==> src/rtl/ifetch_pkg.sv <==
// -----------------------------------------------------------------------------
// ifetch_pkg
// Shared types and constants for the instruction fetch buffer.
//   fetch_state_e    : RUN (normal fetching) / DRAIN (discarding stale responses)
//   fetch_slot_t     : one ring entry {filled, pc, instr}
//   IFETCH_DEPTH_DEF : default ring depth
//   IFETCH_XLEN      : address / instruction width carried by fetch_slot_t
// -----------------------------------------------------------------------------
package ifetch_pkg;

   localparam int IFETCH_DEPTH_DEF = 2;
   localparam int IFETCH_XLEN      = 32;

   typedef enum logic {
      RUN   = 1'b0,
      DRAIN = 1'b1
   } fetch_state_e;

   typedef struct packed {
      logic                   filled;
      logic [IFETCH_XLEN-1:0] pc;
      logic [IFETCH_XLEN-1:0] instr;
   } fetch_slot_t;

endpackage

==> src/rtl/ifetch_ring.sv <==
// -----------------------------------------------------------------------------
// ifetch_ring
// Slot array for the fetch buffer. Three pointers walk the ring in order:
//   wr_ptr   : next slot to allocate (push, on request acceptance)
//   fill_ptr : next slot to receive a memory response (fill)
//   rd_ptr   : head slot presented to decode (pop)
// Pointers carry one extra wrap bit so full and empty are distinguishable.
// Ports:
//   clk_i, rst_ni          clock, async active-low reset
//   clear_i                drop every entry and rewind all pointers
//   push_i, push_pc_i      allocate a slot tagged with its PC
//   fill_i, fill_instr_i   write the returned instruction into the fill slot
//   pop_i                  release the head slot
//   head_*_o               head slot contents
//   wr/rd/fill_ptr_o       raw pointers for the credit and drain logic
// -----------------------------------------------------------------------------
module ifetch_ring
   import ifetch_pkg::*;
#(
   parameter  int DEPTH = IFETCH_DEPTH_DEF,
   localparam int PW    = $clog2(DEPTH) + 1
) (
   input  logic                   clk_i,
   input  logic                   rst_ni,
   input  logic                   clear_i,
   input  logic                   push_i,
   input  logic [IFETCH_XLEN-1:0] push_pc_i,
   input  logic                   fill_i,
   input  logic [IFETCH_XLEN-1:0] fill_instr_i,
   input  logic                   pop_i,
   output logic                   head_filled_o,
   output logic [IFETCH_XLEN-1:0] head_pc_o,
   output logic [IFETCH_XLEN-1:0] head_instr_o,
   output logic [PW-1:0]          wr_ptr_o,
   output logic [PW-1:0]          rd_ptr_o,
   output logic [PW-1:0]          fill_ptr_o
);

   fetch_slot_t     r_slots [DEPTH];
   logic [PW-1:0]   r_wr_ptr;
   logic [PW-1:0]   r_rd_ptr;
   logic [PW-1:0]   r_fill_ptr;

   logic [PW-2:0]   w_wr_idx;
   logic [PW-2:0]   w_rd_idx;
   logic [PW-2:0]   w_fill_idx;

   assign w_wr_idx   = r_wr_ptr[PW-2:0];
   assign w_rd_idx   = r_rd_ptr[PW-2:0];
   assign w_fill_idx = r_fill_ptr[PW-2:0];

   // Push, fill and pop never address the same slot in one cycle: push needs
   // a free slot, fill targets an allocated unfilled slot, pop a filled one.
   // NOTE: sequential state is written with <= so every read in this block sees
   // the pre-edge value, independent of statement order.
   always_ff @(posedge clk_i or negedge rst_ni) begin
      if (!rst_ni) begin
         r_wr_ptr   <= '0;
         r_rd_ptr   <= '0;
         r_fill_ptr <= '0;
         // NOTE: the slot array is reset because decode sees the head contents
         // directly and must read zeros out of reset; it is only DEPTH entries.
         for (int i = 0; i < DEPTH; i++) r_slots[i] <= '0;
      end else if (clear_i) begin
         r_wr_ptr   <= '0;
         r_rd_ptr   <= '0;
         r_fill_ptr <= '0;
         for (int i = 0; i < DEPTH; i++) r_slots[i].filled <= 1'b0;
      end else begin
         if (push_i) begin
            r_slots[w_wr_idx].pc     <= push_pc_i;
            r_slots[w_wr_idx].filled <= 1'b0;
            r_wr_ptr                 <= r_wr_ptr + PW'(1);
         end
         if (fill_i) begin
            r_slots[w_fill_idx].instr  <= fill_instr_i;
            r_slots[w_fill_idx].filled <= 1'b1;
            r_fill_ptr                 <= r_fill_ptr + PW'(1);
         end
         if (pop_i) begin
            r_slots[w_rd_idx].filled <= 1'b0;
            r_rd_ptr                 <= r_rd_ptr + PW'(1);
         end
      end
   end

   assign head_filled_o = r_slots[w_rd_idx].filled;
   assign head_pc_o     = r_slots[w_rd_idx].pc;
   assign head_instr_o  = r_slots[w_rd_idx].instr;
   assign wr_ptr_o      = r_wr_ptr;
   assign rd_ptr_o      = r_rd_ptr;
   assign fill_ptr_o    = r_fill_ptr;

endmodule

==> src/rtl/ifetch_buffer.sv <==
// -----------------------------------------------------------------------------
// ifetch_buffer
// Fetch stage: issues in-order req/gnt requests for the current PC, tags each
// with its PC, buffers returned words and hands {instr, pc} to decode.
// A redirect (flush_i) empties the ring; responses still in flight are then
// counted down and discarded in DRAIN before fetching resumes.
// Ports:
//   clk_i, rst_ni                    clock, async active-low reset
//   pc_i, pc_valid_i, pc_ready_o     fetch address handshake with the PC reg
//   flush_i                          redirect this cycle
//   imem_req_o, imem_addr_o,
//   imem_gnt_i                       request channel (word aligned address)
//   imem_rvalid_i, imem_rdata_i      in-order response channel
//   instr_valid_o, instr_ready_i,
//   instr_o, instr_pc_o              decode handshake and head entry
// XLEN must equal IFETCH_XLEN, the width of the ring slot type.
// -----------------------------------------------------------------------------
module ifetch_buffer
   import ifetch_pkg::*;
#(
   parameter int DEPTH = IFETCH_DEPTH_DEF,
   parameter int XLEN  = IFETCH_XLEN
) (
   input  logic            clk_i,
   input  logic            rst_ni,
   input  logic [XLEN-1:0] pc_i,
   input  logic            pc_valid_i,
   output logic            pc_ready_o,
   input  logic            flush_i,
   output logic            imem_req_o,
   output logic [XLEN-1:0] imem_addr_o,
   input  logic            imem_gnt_i,
   input  logic            imem_rvalid_i,
   input  logic [XLEN-1:0] imem_rdata_i,
   output logic            instr_valid_o,
   input  logic            instr_ready_i,
   output logic [XLEN-1:0] instr_o,
   output logic [XLEN-1:0] instr_pc_o
);

   localparam int PW = $clog2(DEPTH) + 1;

   fetch_state_e  r_state;
   fetch_state_e  w_state_next;
   logic [PW-1:0] r_drop_cnt;
   logic [PW-1:0] w_drop_cnt_next;

   logic [PW-1:0] w_wr_ptr;
   logic [PW-1:0] w_rd_ptr;
   logic [PW-1:0] w_fill_ptr;
   logic [PW-1:0] w_used;
   logic [PW-1:0] w_outstanding;
   logic          w_credit_ok;
   logic          w_accept;
   logic          w_fill;
   logic          w_pop;
   logic          w_head_filled;
   logic          w_rvalid_counted;

   // used counts allocated slots (pending or filled); a slot popped this cycle
   // becomes available next cycle because only registered pointers are used.
   assign w_used        = w_wr_ptr - w_rd_ptr;
   assign w_outstanding = w_wr_ptr - w_fill_ptr;
   assign w_credit_ok   = w_used < PW'(DEPTH);

   // rst_ni gates the request so nothing is offered to memory while reset is
   // held, even with pc_valid_i already high.
   assign imem_req_o  = rst_ni & pc_valid_i & w_credit_ok & (r_state == RUN) & ~flush_i;
   assign imem_addr_o = {pc_i[XLEN-1:2], 2'b00};
   assign w_accept    = imem_req_o & imem_gnt_i;
   assign pc_ready_o  = w_accept;

   // A response with nothing outstanding is a protocol error and is dropped.
   assign w_fill = imem_rvalid_i & (r_state == RUN) & ~flush_i & (w_outstanding != '0);

   assign instr_valid_o = w_head_filled;
   assign w_pop         = w_head_filled & instr_ready_i & ~flush_i;

   // A response arriving in the flush cycle itself is already consumed.
   assign w_rvalid_counted = imem_rvalid_i & (w_outstanding != '0);

   ifetch_ring #(
      .DEPTH (DEPTH)
   ) u_ring (
      .clk_i         (clk_i),
      .rst_ni        (rst_ni),
      .clear_i       (flush_i),
      .push_i        (w_accept),
      .push_pc_i     (pc_i),
      .fill_i        (w_fill),
      .fill_instr_i  (imem_rdata_i),
      .pop_i         (w_pop),
      .head_filled_o (w_head_filled),
      .head_pc_o     (instr_pc_o),
      .head_instr_o  (instr_o),
      .wr_ptr_o      (w_wr_ptr),
      .rd_ptr_o      (w_rd_ptr),
      .fill_ptr_o    (w_fill_ptr)
   );

   always_ff @(posedge clk_i or negedge rst_ni) begin
      if (!rst_ni) begin
         r_state    <= RUN;
         r_drop_cnt <= '0;
      end else begin
         r_state    <= w_state_next;
         r_drop_cnt <= w_drop_cnt_next;
      end
   end

   // NOTE: both next-state values get a default first so no path through the
   // case leaves them unassigned, which would otherwise infer latches.
   always_comb begin
      w_state_next    = r_state;
      w_drop_cnt_next = r_drop_cnt;
      case (r_state)
         RUN: begin
            if (flush_i) begin
               w_drop_cnt_next = w_outstanding - PW'(w_rvalid_counted);
               if (w_drop_cnt_next != '0) w_state_next = DRAIN;
            end
         end
         DRAIN: begin
            // Further flushes change nothing here: the ring is already empty.
            if (imem_rvalid_i && (r_drop_cnt != '0)) begin
               w_drop_cnt_next = r_drop_cnt - PW'(1);
               if (r_drop_cnt == PW'(1)) w_state_next = RUN;
            end
         end
         default: w_state_next = RUN;
      endcase
   end

endmodule
==> config.mk <==
export PLATFORM = sky130hd
export DESIGN_NAME = ifetch_buffer
export DESIGN_NICKNAME = d
export VERILOG_FILES = /design/src/rtl/ifetch_pkg.sv /design/src/rtl/ifetch_ring.sv /design/src/rtl/ifetch_buffer.sv
export SDC_FILE = /design/constraint.sdc
export NUM_CORES = 1
export LEC_CHECK = 0
export CORE_MARGIN = 5
export CORE_UTILIZATION = 45
export DETAILED_ROUTE_END_ITERATION = 12
export PLACE_DENSITY = 0.82
export SLEW_MARGIN = 20
export SYNTH_ARGS = -nofsm -noshare
export SYNTH_HDL_FRONTEND = slang
export SYNTH_HIERARCHICAL = 1
export SYNTH_SLANG_ARGS = --single-unit
==> constraint.sdc <==
create_clock -name clk_i -period 5.22 [get_ports clk_i]
set_input_delay 1.305 -clock clk_i [delete_from_list [all_inputs] [get_ports clk_i]]
set_output_delay 1.305 -clock clk_i [all_outputs]
set_load 0.005 [all_outputs]
# Word-level counts from Yosys, hierarchy flattened
# Index checks and enable logic that the tools add are counted.
[totals]
wordCells = 94
regBits = 139
out_inout_bits = 99
inputBits = 71
[op_classes]
n_reduce_logical = 11
order_cmp = 7
eq_ne = 3
mux = 39
addsub = 7
bitwise = 16
[ops]
columns = ["cell", "count"]
rows = [
  ["$bwmux 130", 5],
  ["$mux 130", 5],
  ["$mux 65", 6],
  ["$demux 65 s1", 5],
  ["$mux 64", 1],
  ["$mux 32", 1],
  ["$mux 2", 8],
  ["$reduce_bool 2->1", 6],
  ["$and 1x1->1", 11],
  ["$add 2x1->2 const B", 3],
  ["$ge 2x2->1 const B", 3],
  ["$lt 2x1->1 const B", 3],
  ["$mux 1", 6],
  ["$not 1->2", 3],
  ["$logic_and 1x1->1", 4],
  ["$pmux 2 s2", 1],
  ["$sub 2x2->2", 2],
  ["$eq 2x1->1 const B", 1],
  ["$lt 2x2->1 const B", 1],
  ["$ne 2x1->1 const B", 1],
  ["$ne 2x2->1 const B", 1],
  ["$not 1->1", 2],
  ["$pmux 1 s2", 1],
  ["$reduce_and 2->1", 1],
  ["2 further kinds", 2],
]

# Depth between registers and ports, before layout
[depth]
depth_word = 16
depth_mapped = 9

# Modules after synthesis
# The synthesis kept the hierarchy.
[modules_own_cells]
columns = ["module", "seq_area_each_um2", "area_per_inst_um2", "cells_each", "instances"]
rows = [
  ["ifetch_ring", 3403.3, 5954.5, 377, 1],
  ["ifetch_buffer", 75.1, 573.0, 69, 1],
]

# Worst setup path before layout
# OpenSTA, ideal clock, no wires.
[synth_timing]
kind = "input to output"
startpoint = "in flush_i"
endpoint = "out pc_ready_o"
setup_slack_ns = 1.606
required_time_ns = 3.915
cell_stages = 2
path_buffers = 0
arrival_time_ns = 2.309
cell_sequence = "nor2_1 nor4b_1"
[synth_between]
elab_chain_cells = 3
[synth_rtl]
columns = ["item", "line", "source"]
rows = [
  ["start: declaration", "ifetch_buffer.sv:29", "input logic flush_i,"],
  ["$not 1->1", "ifetch_buffer.sv:68", "assign imem_req_o = rst_ni & pc_valid_i & w_credit_ok & (r_state == RUN) & ~flush_i;"],
  ["$and 1x1->1", "ifetch_buffer.sv:68", ""],
  ["$and 1x1->1", "ifetch_buffer.sv:70", "assign w_accept = imem_req_o & imem_gnt_i;"],
  ["end: declaration", "ifetch_buffer.sv:28", "output logic pc_ready_o,"],
]
# No other way between the ends.

# Final worst setup path
# Same ends and word-level chain as after synthesis.

==> out/metrics.yaml <==
synth_edf_count: 0
clockBufferDepth: 2
worst_path_max_delay_cell: "clkdlybuf4s50_1"
leakage_nw: 3.98
drcViolationCount: 0
drt-total-wl_mm: 13.6
cts_resized: 0
period_needed_ps: 4400
hold_class: "reg2reg"
drive_gt1_share_pct: 39.2
clock_sink_count: 139
crit_chain: "clkdlybuf4s50_1 -> buf_4 -> nor2_1 -> nor4b_1 -> buf_4 -> clkdlybuf4s50_1"
cp-end-kind: "output port"
syn_area_per_cell_um2: 14.6
synth_area_leader_cell: "dfrtp_1"
tightest_slew_ps: 995
crit_path_max_incr_delay_ps: 510
hold_viol_final: 0
synth_top_flop_cell: "dfrtp_1"
required_ps: 3910
die_x_um: 130
critPathKind: "in2out"
dp_cells: 752
vias_per_cell: 5.04
num_rows: 44
clock-root-buffer: "clkbuf_16"
clkLatencyLatePin_ps: 410
arrival_ps: 3100
dieArea_um2: 17000
htree_levels: 4
crit_family: "buffers and inverters"
relSlewSlack_pct: 33.5
rsz0062_at_grt: "false"
yosys-top-cells-area: "dfrtp_1 (53%), mux2_2 (32%), buf_4 (4.3%)"
cap_viol_max_count: 0
hpwl_mm: 9.41
start_util_pct: 45.4
cts_tree: "built"
postSynthCellCount: 446
hold_slack_ps: 489
gr-total-overflow: 0
ys_warn_count: 6
core-area_um2: 14400
io_pins: 170
finalSetupViolCount: 0
num_vias: 3953
final_cell_count_no_fill: 784
peakVddDrop_uv: 269
die_h_um: 130
grt_antenna_before_repair: 0
first_pass_iters: 4
n_fill_cell: 1073
fin_worst_skew_ps: 7.54
netlist_area_um2: 6530
pre_cts_ws_ps: 818
hold_buffers: 0
clkSlewWorstSetupHoldPaths_ps: 50
post-cts-setup-buffers: 0
antenna_cells: 0
fmax_mhz: 227
ys_seq_area_share_pct: 53.3
cellPowerDensity_nw_per_um2: 392
critPathBufInv: 4
finalSetupTns_ps: 0
slew_violations: 0
place_congestion: 0.799
wl_per_cell_um: 17.3
critical_path_peak_fanout: 15
synth_top_cell_area_share_pct: 53.3
ys_types: 36
grtUsageTotal_pct: 16.3
syn_to_final_growth_pct: 33.0
fin_total_pwr_mw: 3.40
drtIter0Drc: 129
status: "finished, final reports clean"
grt_pass1_wl_mm: 21.7
port_buffers: 167
grt_pass1_vias: 4378
postRouteAntennaNets: 0
fin_ws_ps: 818
startpoint_type: "primary input"
fin_nets: 662
grt_max_degree: 79
numCtsBuffers: 17
synth_seq_cells: 139
synthArstFlopShare_pct: 100
post-route-period-util_pct: 84.3
[where the power goes]
group	total (mW)	leakage [nW]	internal, mW	switching (mW)
clock network	1.23	0.295	0.787	0.438
logic	0.834	1.82	0.580	0.254
registers	1.35	1.86	1.26	0.0892
[cells in the mapped netlist, drive strengths merged, types with 2 or more instances]
cell type,count
inv,8
a221oi,2
xnor2,8
or2b,2
ha,4
mux2,194
dfrtp,139
nand2,6
buf,54
nand3b,2
xor2,3
nor2,7
[cell usage in the layout (no fill, tap or decap), types with 4 or more instances in the layout]
cell type	instances
buf_4	7
clkbuf_16	17
clkdlybuf4s50_1	166
clkinv_2	4
dfrtp_1	138
ha_1	4
inv_1	8
mux2_1	6
mux2_2	186
nand2_1	6
nor2_1	6
xnor2_1	8
[per-stage QoR]
step,instance area [µm²],util [%]
4_1_cts,8680,60.4
3_3_place_gp,8070,56.1
3_5_place_dp,8070,56.1
2_1_floorplan,6530,-
6_report,8680,60.4
5_1_grt,8680,60.4
[layout make-up]
class                      count  area, µm²  area share [%]
clock buffer                  21        470            5.42
clock inverter                11        141            1.63
inverter                       8       30.0           0.346
multi-input combinational    246       2590            29.9
sequential                   139       3480            40.1
tap                          184        230            2.65
timing repair buffer         175       1740            20.0
[logic make-up after synthesis]
kind of cell,Yosys count,share of synthesized area [%]
mux,195,33.7
flops,139,53.3
buf+inv,62,7.03
simple gates,25,2.51
xor+xnor,11,1.48
compound gates,9,1.13
fa+ha+maj,4,0.767
other cells,1,0.0574
[worst paths after layout]
check                                         from         end  slack, ps  depth (start not counted)
worst max register to register  u_ring/wr_ptr_o[0]   flip-flop       2270                          7
max in group asynchronous                   rst_ni   async pin       2920                          3
worst max-delay path                       flush_i  pc_ready_o        820                          6
worst min register to register           flip-flop   flip-flop        490                          1
min in group asynchronous                   rst_ni   async pin       1070                          2
worst min-delay path                     flip-flop   flip-flop        490                          1
[routing by layer]
metal | GRT usage (%) | vias to the layer above | part of all wire (%)
li1 | - | 1829 | -
met1 | 19.1 | 2015 | 40
met2 | 28.5 | 96 | 53
met3 | 5.69 | 13 | 6.0
met4 | 4.78 | 0 | 1.2
met5 | 0 | - | 0
No activity file was read; power rests on OpenSTA's default activity.
